`config.mk`:
```
export PLATFORM = sky130hd
export DESIGN_NAME = seq_mult4_flat
export DESIGN_NICKNAME = d
export VERILOG_FILES = /design/src/rtl/seq_mult4_pkg.sv /design/src/rtl/seq_mult4_if.sv /design/src/rtl/seq_mult4_nibble_adder.sv /design/src/rtl/seq_mult4.sv /design/src/flat_wrapper.sv
export SDC_FILE = /design/constraint.sdc
export NUM_CORES = 1
export LEC_CHECK = 0
export BUFFER_PORTS_ARGS = -buffer_cell sky130_fd_sc_hd__buf_2
export CORE_ASPECT_RATIO = 1.25
export CORE_MARGIN = 8
export CORE_UTILIZATION = 55
export CTS_CLUSTER_DIAMETER = 200
export DETAILED_ROUTE_END_ITERATION = 6
export PLACE_DENSITY = 0.75
export SLEW_MARGIN = 20
export SYNTH_ARGS = -nofsm -noshare
export SYNTH_HDL_FRONTEND = slang
export SYNTH_HIERARCHICAL = 1
export SYNTH_SLANG_ARGS = --single-unit
```
`constraint.sdc`:
```
create_clock -name clk -period 4.6 [get_ports clk]
set_input_delay 0.92 -clock clk [delete_from_list [all_inputs] [get_ports clk]]
set_output_delay 0.92 -clock clk [all_outputs]
set_load 0.05 [all_outputs]
```
`src/rtl/seq_mult4_pkg.sv`:
```
// Shared types and constants for the sequential shift-add multiplier.
package seq_mult4_pkg;

  // Default operand width; the multiplier is also exercised at 8 bits.
  localparam int DEFAULT_W = 4;

  // Controller states: wait for a request, iterate W shift-add steps, announce result.
  typedef enum logic [1:0] {
    IDLE = 2'd0,
    RUN  = 2'd1,
    DONE = 2'd2
  } state_t;

endpackage

```
`src/rtl/seq_mult4_if.sv`:
```
// Request/result bundle between a requester (master) and the multiplier (slave).
interface seq_mult4_if
  import seq_mult4_pkg::*;
#(
  parameter int W = DEFAULT_W
) ();

  logic           start;
  logic [W-1:0]   a;
  logic [W-1:0]   b;
  logic           busy;
  logic           done;
  logic [2*W-1:0] product;

  modport master (
    output start, a, b,
    input  busy, done, product
  );

  modport slave (
    input  start, a, b,
    output busy, done, product
  );

endinterface

```
`src/rtl/seq_mult4_nibble_adder.sv`:
```
// W-bit combinational ripple-carry adder used for each shift-add step.
module nibble_adder #(
  parameter int W = 4
) (
  input  logic [W-1:0] A,
  input  logic [W-1:0] B,
  input  logic         Ci,
  output logic [W-1:0] S,
  output logic         Co
);

  logic [W:0] w_c;

  assign w_c[0] = Ci;
  assign Co     = w_c[W];

  // One full adder per bit, carry rippling from bit 0 upward.
  for (genvar gi = 0; gi < W; gi++) begin : g_fa
    assign S[gi]       = A[gi] ^ B[gi] ^ w_c[gi];
    assign w_c[gi + 1] = (A[gi] & B[gi]) | (w_c[gi] & (A[gi] ^ B[gi]));
  end

endmodule

```
`src/rtl/seq_mult4.sv`:
```
// Sequential unsigned multiplier: W shift-add steps, fixed latency, registered product.
module seq_mult4
  import seq_mult4_pkg::*;
#(
  parameter int W = DEFAULT_W
) (
  input  logic       clk,
  input  logic       rst,
  seq_mult4_if.slave bus
);

  // Counter holds 0..W so the final increment never wraps.
  localparam int CW = $clog2(W + 1);

  state_t         r_state;
  state_t         w_state_next;
  logic [W-1:0]   r_m;
  logic [W-1:0]   r_q;
  logic [W-1:0]   r_acc;
  logic [CW-1:0]  r_cnt;
  logic [2*W-1:0] r_product;

  logic [W-1:0]   w_addend;
  logic [W-1:0]   w_sum;
  logic           w_co;
  logic [W-1:0]   w_acc_step;
  logic [W-1:0]   w_q_step;
  logic           w_last;

  // Add M only when the current multiplier LSB is set.
  assign w_addend = r_q[0] ? r_m : '0;

  nibble_adder #(.W(W)) u_adder (
    .A  (r_acc),
    .B  (w_addend),
    .Ci (1'b0),
    .S  (w_sum),
    .Co (w_co)
  );

  // Shift {C,SUM,Q} right by one: the carry re-enters at the top so none is lost.
  assign w_acc_step = {w_co, w_sum[W-1:1]};
  assign w_q_step   = {w_sum[0], r_q[W-1:1]};
  assign w_last     = (r_cnt == CW'(W - 1));

  // State register.
  always_ff @(posedge clk) begin
    if (rst) r_state <= IDLE;
    else     r_state <= w_state_next;
  end

  // Next-state logic: start only matters in IDLE, DONE always lasts one cycle.
  always_comb begin
    w_state_next = r_state;
    case (r_state)
      IDLE:    if (bus.start) w_state_next = RUN;
      RUN:     if (w_last)    w_state_next = DONE;
      DONE:                   w_state_next = IDLE;
      default:                w_state_next = IDLE;
    endcase
  end

  // Status outputs decoded from state; busy and done are mutually exclusive.
  always_comb begin
    bus.busy = (r_state == RUN);
    bus.done = (r_state == DONE);
  end

  // Operand capture, shift-add iteration and product update on the final step.
  always_ff @(posedge clk) begin
    if (rst) begin
      r_m       <= '0;
      r_q       <= '0;
      r_acc     <= '0;
      r_cnt     <= '0;
      r_product <= '0;
    end else begin
      case (r_state)
        IDLE: begin
          if (bus.start) begin
            r_m   <= bus.a;
            r_q   <= bus.b;
            r_acc <= '0;
            r_cnt <= '0;
          end
        end
        RUN: begin
          r_acc <= w_acc_step;
          r_q   <= w_q_step;
          r_cnt <= r_cnt + CW'(1);
          if (w_last) r_product <= {w_acc_step, w_q_step};
        end
        default: ;
      endcase
    end
  end

  assign bus.product = r_product;

endmodule

```
`src/flat_wrapper.sv`:
```
// flat-port wrapper written by rule: the top's interface ports become plain ports
module seq_mult4_flat import seq_mult4_pkg::*;
#(
  parameter int W = DEFAULT_W
)
  (clk, rst, bus_start, bus_a, bus_b, bus_busy, bus_done, bus_product);
  seq_mult4_if #(.W(W)) bus_i ();
  input  logic clk;
  input  logic rst;
  input wire logic [$bits(bus_i.start)-1:0] bus_start;
  input wire logic [$bits(bus_i.a)-1:0] bus_a;
  input wire logic [$bits(bus_i.b)-1:0] bus_b;
  output wire logic [$bits(bus_i.busy)-1:0] bus_busy;
  output wire logic [$bits(bus_i.done)-1:0] bus_done;
  output wire logic [$bits(bus_i.product)-1:0] bus_product;
  assign bus_i.start = bus_start;
  assign bus_i.a = bus_a;
  assign bus_i.b = bus_b;
  assign bus_busy = bus_i.busy;
  assign bus_done = bus_i.done;
  assign bus_product = bus_i.product;
  seq_mult4 #(.W(W)) u_core (.clk(clk), .rst(rst), .bus(bus_i));
endmodule
```
Word level (Yosys, flattened, before mapping)
Cells that the tools add are included.
{ "word_totals": {"inputBits": 11, "regBits": 25} }
{ "classes": {"reduce_logical": 6, "mux": 10, "n_eq_ne": 5, "add_sub_neg": 1, "bitwise": 17} }
{ "op_table": {"columns": ["op", "n"], "rows": [
  ["$pmux W4 S2", 2],
  ["$mux W4", 3],
  ["$reduce_and A2 Y1", 4],
  ["$and A1 B1 Y1", 7],
  ["$xor A1 B1 Y1", 7],
  ["$pmux W3 S2", 1],
  ["$mux W2", 2],
  ["$pmux W2 S2", 1],
  ["$add A3 B1 Y3 const B", 1],
  ["$eq A3 B2 Y1 const B", 1],
  ["$mux W3", 1],
  ["$or A1 B1 Y1", 3],
  ["$eq A2 B1 Y1 const B", 1],
  ["$eq A2 B2 Y1 const B", 1],
  ["$logic_not A2 Y1", 1],
  ["$ne A2 B1 Y1 const B", 1],
  ["$ne A2 B2 Y1 const B", 1],
  ["$reduce_bool A2 Y1", 1]
]} }

Longest topological paths before layout
Gate-level depths: netlist (run 1).
{ "logic_depth": {"word_depth": 9, "depth_mapped": 11, "ltp_nobuf": 11} }

By module
Netlist (run 1), hierarchy kept.
{ "modules_own_cells": {"columns": ["module", "n_inst", "cells_each", "area_each_um2"], "rows": [
  ["seq_mult4", 1, 115, 1013.5],
  ["nibble_adder", 1, 14, 117.6]
]} }

Worst setup path before layout (run 1)
No wires, ideal clock.
{ "synth_path": {"path_type": "reg-to-reg", "start": "register u_core.r_q[0]", "end": "register u_core.r_acc[2]", "path_buffers": 0, "required_ns": 4.530, "t_arrival_ns": 2.136, "setup_time_ns": 0.070, "period_less_slack_ns": 2.206, "path_stages_with_launch": 12, "slack_ns": 2.394, "cell_sequence": "dfxtp_1 and2_1 fa_1 inv_1 fa_1 inv_1 fa_1 inv_1 fa_1 inv_1 nand2_1 a21oi_1"} }
{ "synth_between": {"elab_chain_len": 8, "elab_cells_between_ends": 13} }
{ "synth_lines": {"columns": ["item", "line_no", "rtl"], "rows": [
  ["start, declared", "seq_mult4.sv:18", "logic [W-1:0] r_q;"],
  ["start signal, assigned", "seq_mult4.sv:82", "r_q <= bus.b;"],
  ["start signal, assigned", "seq_mult4.sv:89", "r_q <= w_q_step;"],
  ["$mux W4", "seq_mult4.sv:31", "assign w_addend = r_q[0] ? r_m : '0;"],
  ["via u_core.w_addend[0]", "seq_mult4.sv:23", "logic [W-1:0] w_addend;"],
  ["$and A1 B1 Y1 (2 in series)", "seq_mult4_nibble_adder.sv:20", "assign w_c[gi + 1] = (A[gi] & B[gi]) | (w_c[gi] & (A[gi] ^ B[gi]));"],
  ["$or A1 B1 Y1", "seq_mult4_nibble_adder.sv:20", null],
  ["$and A1 B1 Y1", "seq_mult4_nibble_adder.sv:20", null],
  ["$or A1 B1 Y1", "seq_mult4_nibble_adder.sv:20", null],
  ["$xor A1 B1 Y1", "seq_mult4_nibble_adder.sv:19", "assign S[gi] = A[gi] ^ B[gi] ^ w_c[gi];"],
  ["via u_core.w_sum[3]", "seq_mult4.sv:24", "logic [W-1:0] w_sum;"],
  ["$pmux W4 S2", "seq_mult4.sv:78", "case (r_state)"],
  ["end signal, assigned", "seq_mult4.sv:88", "r_acc <= w_acc_step;"],
  ["end, declared", "seq_mult4.sv:19", "logic [W-1:0] r_acc;"]
]} }
The timed path passes the listed nets, and every way through them passes these cells.
A chain may end at the register's enable or synchronous reset.

Worst setup path in the final report (run 1)
{ "layout_path": {"start": "register u_core.r_state[0]", "end": "output port bus_busy"} }
{ "layout_between": {"elab_chain_len": 1} }
{ "layout_lines": {"columns": ["item", "line_no", "rtl"], "rows": [
  ["start, declared", "seq_mult4.sv:15", "state_t r_state;"],
  ["start signal, assigned", "seq_mult4.sv:49", "else r_state <= w_state_next;"],
  ["$eq A2 B1 Y1", "seq_mult4.sv:65", "bus.busy = (r_state == RUN);"],
  ["end, declared", "flat_wrapper.sv:13", "output wire logic [$bits(bus_i.busy)-1:0] bus_busy;"]
]} }
Every way passes these cells.

==> results.py, run 1 <==
metrics = {
    "worst_setup_path": {
        "cp-end-kind": "output port",
        "cp_data_arrival_time_ns": 1.71,
        "r2r-start": "u_core/r_q[0]",
        "worst-setup-path-type": "register to output port",
        "crit_path_start": "u_core/r_state[0]",
        "cp_data_required_time_ns": 3.68,
        "critPathLaunchType": "register",
        "crit_path_max_fanout": 10,
    },
    "timing": {
        "finalHoldViolCount": 0,
        "fin_hold_ws_ns": 0.4582,
        "setup_viol": 0,
        "fmax_ghz": 0.3806,
        "tns_ns": 0,
        "min_period_over_period_pct": 57.12,
        "finalCriticalPeriod_ns": 2.627,
        "slew_viol_final": 0,
        "rsz0062_at_grt": "no",
        "clock-skew-final_ns": 0.002198,
        "setup_ws_ns": 1.973,
    },
    "placement": {
        "dpl_cell_area_sq_um": 1210,
        "hpwl_um": 1564,
        "gp_congestion": 0.7881,
        "port_buffers": 20,
        "place_ws_ns": 2.273,
    },
    "global_route": {
        "busiest_layer": "met2",
        "grt_max_degree": 26,
        "grt_util_met1_pct": 12.78,
        "use_met2_pct": 19.51,
        "track_usage_pct": 11.69,
        "grt_pass1_vias": 801,
        "globalRouteOverflowTotal": 0,
        "grt_pass1_wl_um": 3512,
        "antenna_found_initial": 0,
        "use_met3_pct": 3.992,
    },
    "routing": {
        "drtAntennaViolNets": 0,
        "first_pass_iters": 4,
        "post_drt_wl_per_cell_um": 12.65,
        "vias_per_cell": 5.158,
        "drc_errors": 0,
        "first_iter_violations": 26,
        "wirelength_um": 2087,
        "vias": 851,
    },
    "outcome": {
        "status": "finished clean",
    },
    "yosys": {
        "synth-xor-area-share_pct": 0,
        "synth_compound_area_share_pct": 10.40,
        "synth.mux.area_fraction_pct": 8.075,
        "synthCells": 129,
        "synth_top_family_by_area": "simple AND/OR/NAND/NOR gates",
        "syn_area_per_cell_sq_um": 8.768,
        "yosys.area_share.simple_pct": 19.58,
        "syn-cell-area_sq_um": 1131,
        "ys_seq_area_share_pct": 44.25,
        "yosysWarningCount": 6,
        "syn_nets": 146,
        "synth_fa_ha_area_share_pct": 9.292,
        "synth-seq-cells": 25,
        "synth_cell_types": 24,
    },
    "flow_run": {
        "maxCapViolations": 0,
    },
    "floorplan": {
        "num_io_pins": 21,
        "initial_utilization_pct": 57.73,
        "rows": 18,
        "fp.dieW_um": 56.56,
        "core_sq_um": 1959,
        "die-area_sq_um": 3773,
        "die_h_um": 66.70,
    },
    "min_path": {
        "hp-start": "u_core/bus.product[1]",
        "holdCritPathClass": "register to register",
    },
    "clock_tree": {
        "hold_buffers": 0,
        "htree_levels": 1,
        "ctsResizeCount": 0,
        "clock-root-buffer": "clkbuf_4",
        "cts_setup_buffers": 0,
        "clkSinkCount": 25,
        "clkLatencyLatePin_ns": 0.31,
        "numCtsBuffers": 3,
        "cts_tree": "built",
        "clkTransAtPathRegs_ns": 0.13,
        "cts_buffer_depth": 2,
    },
    "power_and_ir_drop": {
        "p_leak_nw": 0.5454,
        "vdd_drop_max_uv": 237.9,
        "powerDensity_nw_per_um2": 296.7,
    },
    "finish": {
        "utilization_pct": 63.09,
        "fin_area_sq_um": 1236,
        "final_layout_size_suffix_gt1_share_pct": 17.93,
        "syn_to_final_growth_pct": 9.292,
        "diodes": 0,
        "nets": 163,
    },
}
flip-flops by register name (all words and copies together) (netlist names):
signal and count:
u_core/r_state 2, u_core/r_q 4, u_core/bus.product 8, u_core/r_acc 4, u_core/r_cnt 3, u_core/r_m 4
placed cells by master (no fill, tap or decap), drive strengths merged, types with 6 or more instances in the layout:
cell,count
nor2,11
inv,12
nand3,6
mux2i,8
buf,20
dfxtp,25
a21oi,14
nand2,21
synthesized netlist by cell type, drive strengths merged:
cell type	count	area (sq um)
o21ba	1	10.01
dfxtp	25	500.5
buf	3	27.52
clkbuf	5	18.77
nand3	6	30.03
inv	12	45.04
nand3b	1	7.510
fa	4	80.08
and3b	1	8.760
conb	1	3.750
ha	2	25.02
mux2	1	11.26
and2	4	25.02
nand2b	2	12.51
nand2	21	78.83
a21oi	14	70.07
o21a	1	7.510
nor2	11	41.29
mux2i	8	80.08
a211oi	4	30.03
nor2b	1	6.260
or3b	1	11.26
kinds of logic (layout without fill, tap and decap cells):
logic type	Yosys count	after routing
compound gates	20	20
fa+ha+maj	6	6
buf+inv	20	36
flops	25	25
mux	9	9
other cells	1	1
simple gates	48	48
critical path: stages, from the launching register on:
cell,delay (ns)
dfxtp_1,0.57
nand2b_1,0.31
inv_2,0.21
buf_2,0.29
worst paths after layout:
kind	end	slack (ns)	cells after the start
setup / recovery	bus_busy	1.97	3
hold / removal	u_core/bus.product[1]	0.46	2
setup reg to reg	u_core/r_acc[2]	2.22	11
hold reg to reg	u_core/bus.product[1]	0.46	2
cell type report:
class                           instances  area (sq um)
Fill cell                             187         723.2
Inverter                               12         45.04
Tap cell                               20         25.02
Multi-Input combinational cell         84         539.3
Timing Repair Buffer                   20         100.1
Sequential cell                        25         500.5
Clock buffer                            4         26.28
where the power goes:
part,switching [mW],internal [mW]
registers,0.00670,0.224
logic,0.0233,0.0166
clock network,0.0620,0.0339
metal layers:
metal / vias up / routed length, um
li1: 444 / -
met1: 380 / 954
met2: 22 / 958
met3: 5 / 131
met4: 0 / 44
met5: - / 0
through the flow:
| stage | cells | power (mW) |
|---|---|---|
| floorplan | 129 | 0.2682 |
| global placement | 161 | 0.2748 |
| detailed placement | 161 | 0.2760 |
| CTS | 165 | 0.3688 |
| global route | 165 | 0.3844 |
| finish | 165 | 0.3668 |
No activity file was read; power rests on OpenSTA's default activity.
==> inputs of run 2 (changes only) <==
--- a/config.mk
+++ b/config.mk
@@ -8,10 +8,10 @@
 export BUFFER_PORTS_ARGS = -buffer_cell sky130_fd_sc_hd__buf_2
 export CORE_ASPECT_RATIO = 1.25
 export CORE_MARGIN = 8
-export CORE_UTILIZATION = 55
+export CORE_UTILIZATION = 48
 export CTS_CLUSTER_DIAMETER = 200
 export DETAILED_ROUTE_END_ITERATION = 6
-export PLACE_DENSITY = 0.75
+export PLACE_DENSITY = 0.69
 export SLEW_MARGIN = 20
 export SYNTH_ARGS = -nofsm -noshare
 export SYNTH_HDL_FRONTEND = slang
==> constraint.sdc (replaced) <==
create_clock -name clk -period 2.25 [get_ports clk]
set_input_delay 0.45 -clock clk [delete_from_list [all_inputs] [get_ports clk]]
set_output_delay 0.45 -clock clk [all_outputs]
set_load 0.05 [all_outputs]
==> run 2 against run 1 <==
  * Global-route usage shrank 0.18 points
  * Wire length is 3.3% higher
  * Critical path type is now register to register
  * Clock power rose by 110%
  * Total power is 110% higher
  * Non-clock buffer count is 2 higher
  * Die area rose by 11%
  * First-iteration DRC count is 35% lower
  * Largest power group unchanged
  * Sequential power up 100%
  * Combinational power rose by 130%
  * Clock-buffer cell count is 1 lower
  * Sequential cell count did not move
  * Setup slack worse by 1.9 ns
==> results.py, run 2 (same netlist as run 1, synthesis figures left out) <==
metrics = {
    "outcome": {
        "status": "finished clean",
    },
    "routing": {
        "vias_per_cell": 4.803,
        "first_iter_violations": 17,
        "drc_errors": 0,
        "drtAntennaViolNets": 0,
        "first_pass_iters": 4,
        "vias": 855,
        "wirelength_um": 2156,
        "post_drt_wl_per_cell_um": 12.11,
    },
    "floorplan": {
        "initial_utilization_pct": 51.16,
        "fp.dieW_um": 59.42,
        "num_io_pins": 21,
        "die_h_um": 70.28,
        "rows": 19,
        "core_sq_um": 2211,
        "die-area_sq_um": 4176,
    },
    "clock_tree": {
        "cts_buffer_depth": 2,
        "htree_levels": 1,
        "hold_buffers": 0,
        "clkSinkCount": 25,
        "clkTransAtPathRegs_ns": 0.14,
        "numCtsBuffers": 3,
        "clock-root-buffer": "clkbuf_4",
        "clkLatencyLatePin_ns": 0.32,
        "cts_tree": "built",
    },
    "timing": {
        "clock-skew-final_ns": 0.007570,
        "min_period_over_period_pct": 97.31,
        "rsz0062_at_grt": "yes",
        "fmax_ghz": 0.4567,
        "finalHoldViolCount": 0,
        "tns_ns": 0,
        "slew_viol_final": 0,
        "setup_ws_ns": 0.06043,
        "setup_viol": 0,
        "finalCriticalPeriod_ns": 2.190,
    },
    "worst_setup_path": {
        "cp-endpoint": "u_core/bus.product[6]",
        "r2r-start": "u_core/r_q[0]",
        "crit_path_start": "u_core/r_q[0]",
        "r2r_cells": 11,
        "cp_data_arrival_time_ns": 2.46,
        "cp-end-kind": "register",
        "r2r_end": "u_core/bus.product[6]",
        "cp_data_required_time_ns": 2.52,
        "worst-setup-path-type": "register to register",
        "reg2reg_slack_ns": 0.06,
        "crit_path_max_fanout": 2,
        "critPathLaunchType": "register",
    },
    "flow_run": {
        "maxCapViolations": 0,
    },
    "finish": {
        "largest_register_ffs": 8,
        "syn_to_final_growth_pct": 13.83,
        "fill_cells": 217,
        "nets": 165,
        "final_layout_size_suffix_gt1_share_pct": 26.53,
        "layout_commonest_cell": "dfxtp_1",
        "diodes": 0,
        "fin_area_sq_um": 1287,
        "final_cell_mix": "24 x dfxtp_1, 21 x nand2_1, 20 x buf_2",
    },
    "placement": {
        "place_ws_ns": -0.02063,
        "dpl_cell_area_sq_um": 1239,
        "gp_congestion": 0.7927,
        "hpwl_um": 1582,
        "port_buffers": 20,
    },
    "global_route": {
        "use_met3_pct": 3.480,
        "busiest_layer": "met2",
        "grt_pass1_wl_um": 3836,
        "antenna_found_initial": 0,
        "grt_util_met1_pct": 12.35,
        "grt_max_degree": 26,
        "track_usage_pct": 11.52,
        "use_met2_pct": 19.49,
        "globalRouteOverflowTotal": 0,
        "grt_pass1_vias": 891,
    },
    "power_and_ir_drop": {
        "total_power_mw": 0.7671,
        "vdd_drop_max_uv": 342.3,
        "powerDensity_nw_per_um2": 595.9,
        "p_leak_nw": 0.5509,
    },
    "min_path": {
        "holdCritPathClass": "input pin to register",
        "hp-start": "bus_a[3]",
    },
}
==> run 2: metrics by stage <==
step | std cells | hold slack, ns | utilization (%)
after floorplan | 129 | 0.4435 | -
after global placement | 174 | 0.4410 | 56.03
after detailed placement | 174 | 0.4446 | 56.03
after CTS | 178 | 0.3319 | 57.78
after global routing | 178 | 0.3167 | 58.23
final | 178 | 0.3474 | 58.23
==> run 2: worst max-delay path, cell delays in order (launching register included) <==
cell	delay [ns]
dfxtp_2	0.35
and2_4	0.16
fa_2	0.33
inv_2	0.06
fa_2	0.18
inv_2	0.03
fa_2	0.32
inv_2	0.06
fa_1	0.39
inv_1	0.08
nand2_1	0.06
a21oi_2	0.13
==> run 2: worst min path at each step <==
stage                                  to  slack, ns  cells past startpoint
detailed placement  u_core/bus.product[2]       0.44                      2
global route                u_core/r_m[3]       0.32                      3
finish                      u_core/r_m[3]       0.35                      3
global placement    u_core/bus.product[2]       0.44                      2
floorplan                 u_core/r_acc[3]       0.44                      2
CTS                         u_core/r_m[3]       0.33                      3
==> run 2: cell type report <==
| class | count | area, sq um | share of cell area [%] |
|---|---|---|---|
| timing repair buffer | 22 | 115.1 | 8.941 |
| clock buffer | 3 | 22.52 | 1.749 |
| multi-input combinational | 84 | 556.8 | 43.25 |
| sequential | 25 | 501.7 | 38.97 |
| clock inverter | 1 | 7.507 | 0.5831 |
| tap | 31 | 38.79 | 3.013 |
| inverter | 12 | 45.04 | 3.499 |
==> run 2: power by group <==
part           switching (mW)  internal (mW)  leakage [nW]  total, mW
combinational          0.0512         0.0390         0.333     0.0903
clock                   0.136         0.0679        0.0139      0.204
sequential             0.0139          0.459         0.204      0.473
==> run 2: routing by layer <==
layer / part of all wire [%] / wire (um) / up-vias
li1: - / - / 449
met1: 46 / 981 / 389
met2: 47 / 1016 / 15
met3: 6.4 / 138 / 2
met4: 0.88 / 19 / 0
met5: 0 / 0 / -
==> run 2: repair_timing <==
item                                    CTS  global route
pin swaps                                 2             3
endpoints found under the setup margin    2             2
resized for setup                         5             5
setup buffers                             0             0
==> inputs of run 3 (changes only) <==
--- a/config.mk
+++ b/config.mk
@@ -6,7 +6,7 @@
 export NUM_CORES = 1
 export LEC_CHECK = 0
 export BUFFER_PORTS_ARGS = -buffer_cell sky130_fd_sc_hd__buf_2
-export CORE_ASPECT_RATIO = 1.25
+export CORE_ASPECT_RATIO = 0.75
 export CORE_MARGIN = 8
 export CORE_UTILIZATION = 48
 export CTS_CLUSTER_DIAMETER = 200
==> run 3 against run 2 <==
  * Register-to-register slack worse by 0.05 ns
  * Sequential cell count unchanged
  * Sequential power about the same
  * Total power down 1.0%
  * Setup slack worse by 0.047 ns
  * Design area down 0.19%
  * Utilization down 1.7 points
  * First-iteration DRC count up 110%
  * Critical path depth unchanged
  * Combinational power about the same
==> results.py, run 3 (same netlist as run 1, synthesis figures left out) <==
metrics = {
    "routing": {
        "vias": 886,
        "first_iter_violations": 36,
        "first_pass_iters": 4,
        "post_drt_wl_per_cell_um": 12.66,
        "wirelength_um": 2291,
        "drtAntennaViolNets": 0,
        "vias_per_cell": 4.895,
        "drc_errors": 0,
    },
    "timing": {
        "rsz0062_at_grt": "yes",
        "setup_viol": 0,
        "setup_ws_ns": 0.01357,
        "slew_viol_final": 0,
        "min_period_over_period_pct": 99.40,
        "finalCriticalPeriod_ns": 2.236,
        "clock-skew-final_ns": 0.001343,
        "finalHoldViolCount": 0,
        "fmax_ghz": 0.4471,
    },
    "placement": {
        "port_buffers": 20,
        "dpl_cell_area_sq_um": 1242,
        "place_ws_ns": -0.1046,
        "gp_congestion": 0.7866,
        "hpwl_um": 1669,
    },
    "worst_setup_path": {
        "cp_data_required_time_ns": 2.50,
        "r2r_cells": 11,
        "cp-end-kind": "register",
        "crit_path_max_fanout": 2,
        "cp_data_arrival_time_ns": 2.49,
        "worst-setup-path-type": "register to register",
        "critPathLaunchType": "register",
    },
    "min_path": {
        "holdCritPathClass": "input pin to register",
        "holdPathStages": 3,
    },
    "finish": {
        "fill_cells": 219,
        "utilization_pct": 56.58,
        "layout_commonest_cell": "dfxtp_1",
        "nets": 165,
        "fin_area_sq_um": 1285,
        "final_cell_mix": "23 x dfxtp_1, 21 x nand2_1, 20 x buf_2",
        "largest_register_ffs": 8,
        "diodes": 0,
        "syn_to_final_growth_pct": 13.61,
        "final_layout_size_suffix_gt1_share_pct": 25.85,
    },
    "outcome": {
        "status": "finished clean",
    },
    "floorplan": {
        "num_io_pins": 21,
        "die_h_um": 58.04,
        "die-area_sq_um": 4182,
        "fp.dieW_um": 72.05,
        "rows": 15,
        "initial_utilization_pct": 49.81,
        "core_sq_um": 2271,
    },
    "global_route": {
        "globalRouteOverflowTotal": 0,
        "grt_max_degree": 26,
        "antenna_found_initial": 0,
        "track_usage_pct": 11.52,
        "grt_pass1_vias": 824,
        "grt_pass1_wl_um": 3815,
    },
    "clock_tree": {
        "cts_tree": "built",
        "clkSinkCount": 25,
        "cts_setup_buffers": 0,
        "numCtsBuffers": 3,
        "clock-root-buffer": "clkbuf_4",
        "clkTransAtPathRegs_ns": 0.13,
        "cts_buffer_depth": 2,
        "clkLatencyLatePin_ns": 0.31,
        "htree_levels": 1,
    },
    "power_and_ir_drop": {
        "power_frac_seq_pct": 62.3,
        "p_int_mw": 0.5675,
        "p_leak_nw": 0.5524,
        "sw_frac_of_total_pct": 25.25,
        "powerDensity_nw_per_um2": 590.9,
        "vdd_drop_max_uv": 346.1,
        "power.switching_mw": 0.1917,
        "combinationalPowerShare_pct": 11.9,
        "pwr-share-clk_pct": 25.8,
    },
    "flow_run": {
        "maxCapViolations": 0,
    },
}
run 3: worst paths after layout:
kind	start	endpoint	slack [ns]
max	u_core/r_m[0]	u_core/r_acc[2]	0.01
min	bus_a[3]	u_core/r_m[3]	0.36
max reg2reg	u_core/r_m[0]	u_core/r_acc[2]	0.01
min reg2reg	u_core/bus.product[6]	u_core/bus.product[6]	0.46
run 3: stage by stage:
step | cells | hold WS [ns] | total power, mW | setup TNS [ns]
floorplan | 129 | 0.4435 | 0.5484 | 0
CTS | 181 | 0.3548 | 0.7692 | -0.06965
global placement | 177 | 0.4390 | 0.5674 | 0
detailed placement | 177 | 0.4441 | 0.5702 | -0.1848
global route | 181 | 0.3537 | 0.8024 | -0.05405
finish | 181 | 0.3630 | 0.7593 | 0
run 3: power by group through the flow:
stage	clock, mW	sequential (mW)	combinational [mW]
after global placement	0	0.481	0.0864
final	0.196	0.473	0.0906
after global routing	0.226	0.476	0.0999
after detailed placement	0	0.482	0.0883
after CTS	0.206	0.473	0.0902
after floorplan	0	0.476	0.0724
run 3: timing repair:
item | CTS | global route
endpoints found under the setup margin | 2 | 2
pin swaps | 7 | 5
hold endpoints to repair | 0 | 0
hold buffers | 0 | 0
resized for setup | 9 | 1
gates cloned | 0 | 0
run 3: layer usage:
metal  share of wire, %  up-vias  GRT usage [%]
met5                  0        -              0
met3                6.6        2          5.164
met4               0.61        0          2.609
met1                 46      411          14.11
li1                   -      449              -
met2                 47       24          18.01
run 3: final cells by class:
type | count | area (sq um) | share of cell area, %
Multi-Input combinational cell | 84 | 553.0 | 43.04
Tap cell | 34 | 42.54 | 3.311
Inverter | 12 | 45.04 | 3.505
Sequential cell | 25 | 503.0 | 39.14
Timing Repair Buffer | 22 | 115.1 | 8.958
Clock buffer | 4 | 26.28 | 2.045
run 3: critical path: stages (launching register included):
cell     delay (ns)
dfxtp_2        0.34
and2_4         0.15
fa_2           0.33
inv_2          0.06
fa_2           0.19
inv_2          0.04
fa_2           0.34
inv_2          0.07
fa_1           0.41
inv_1          0.08
nand2_1        0.06
a21oi_2        0.13
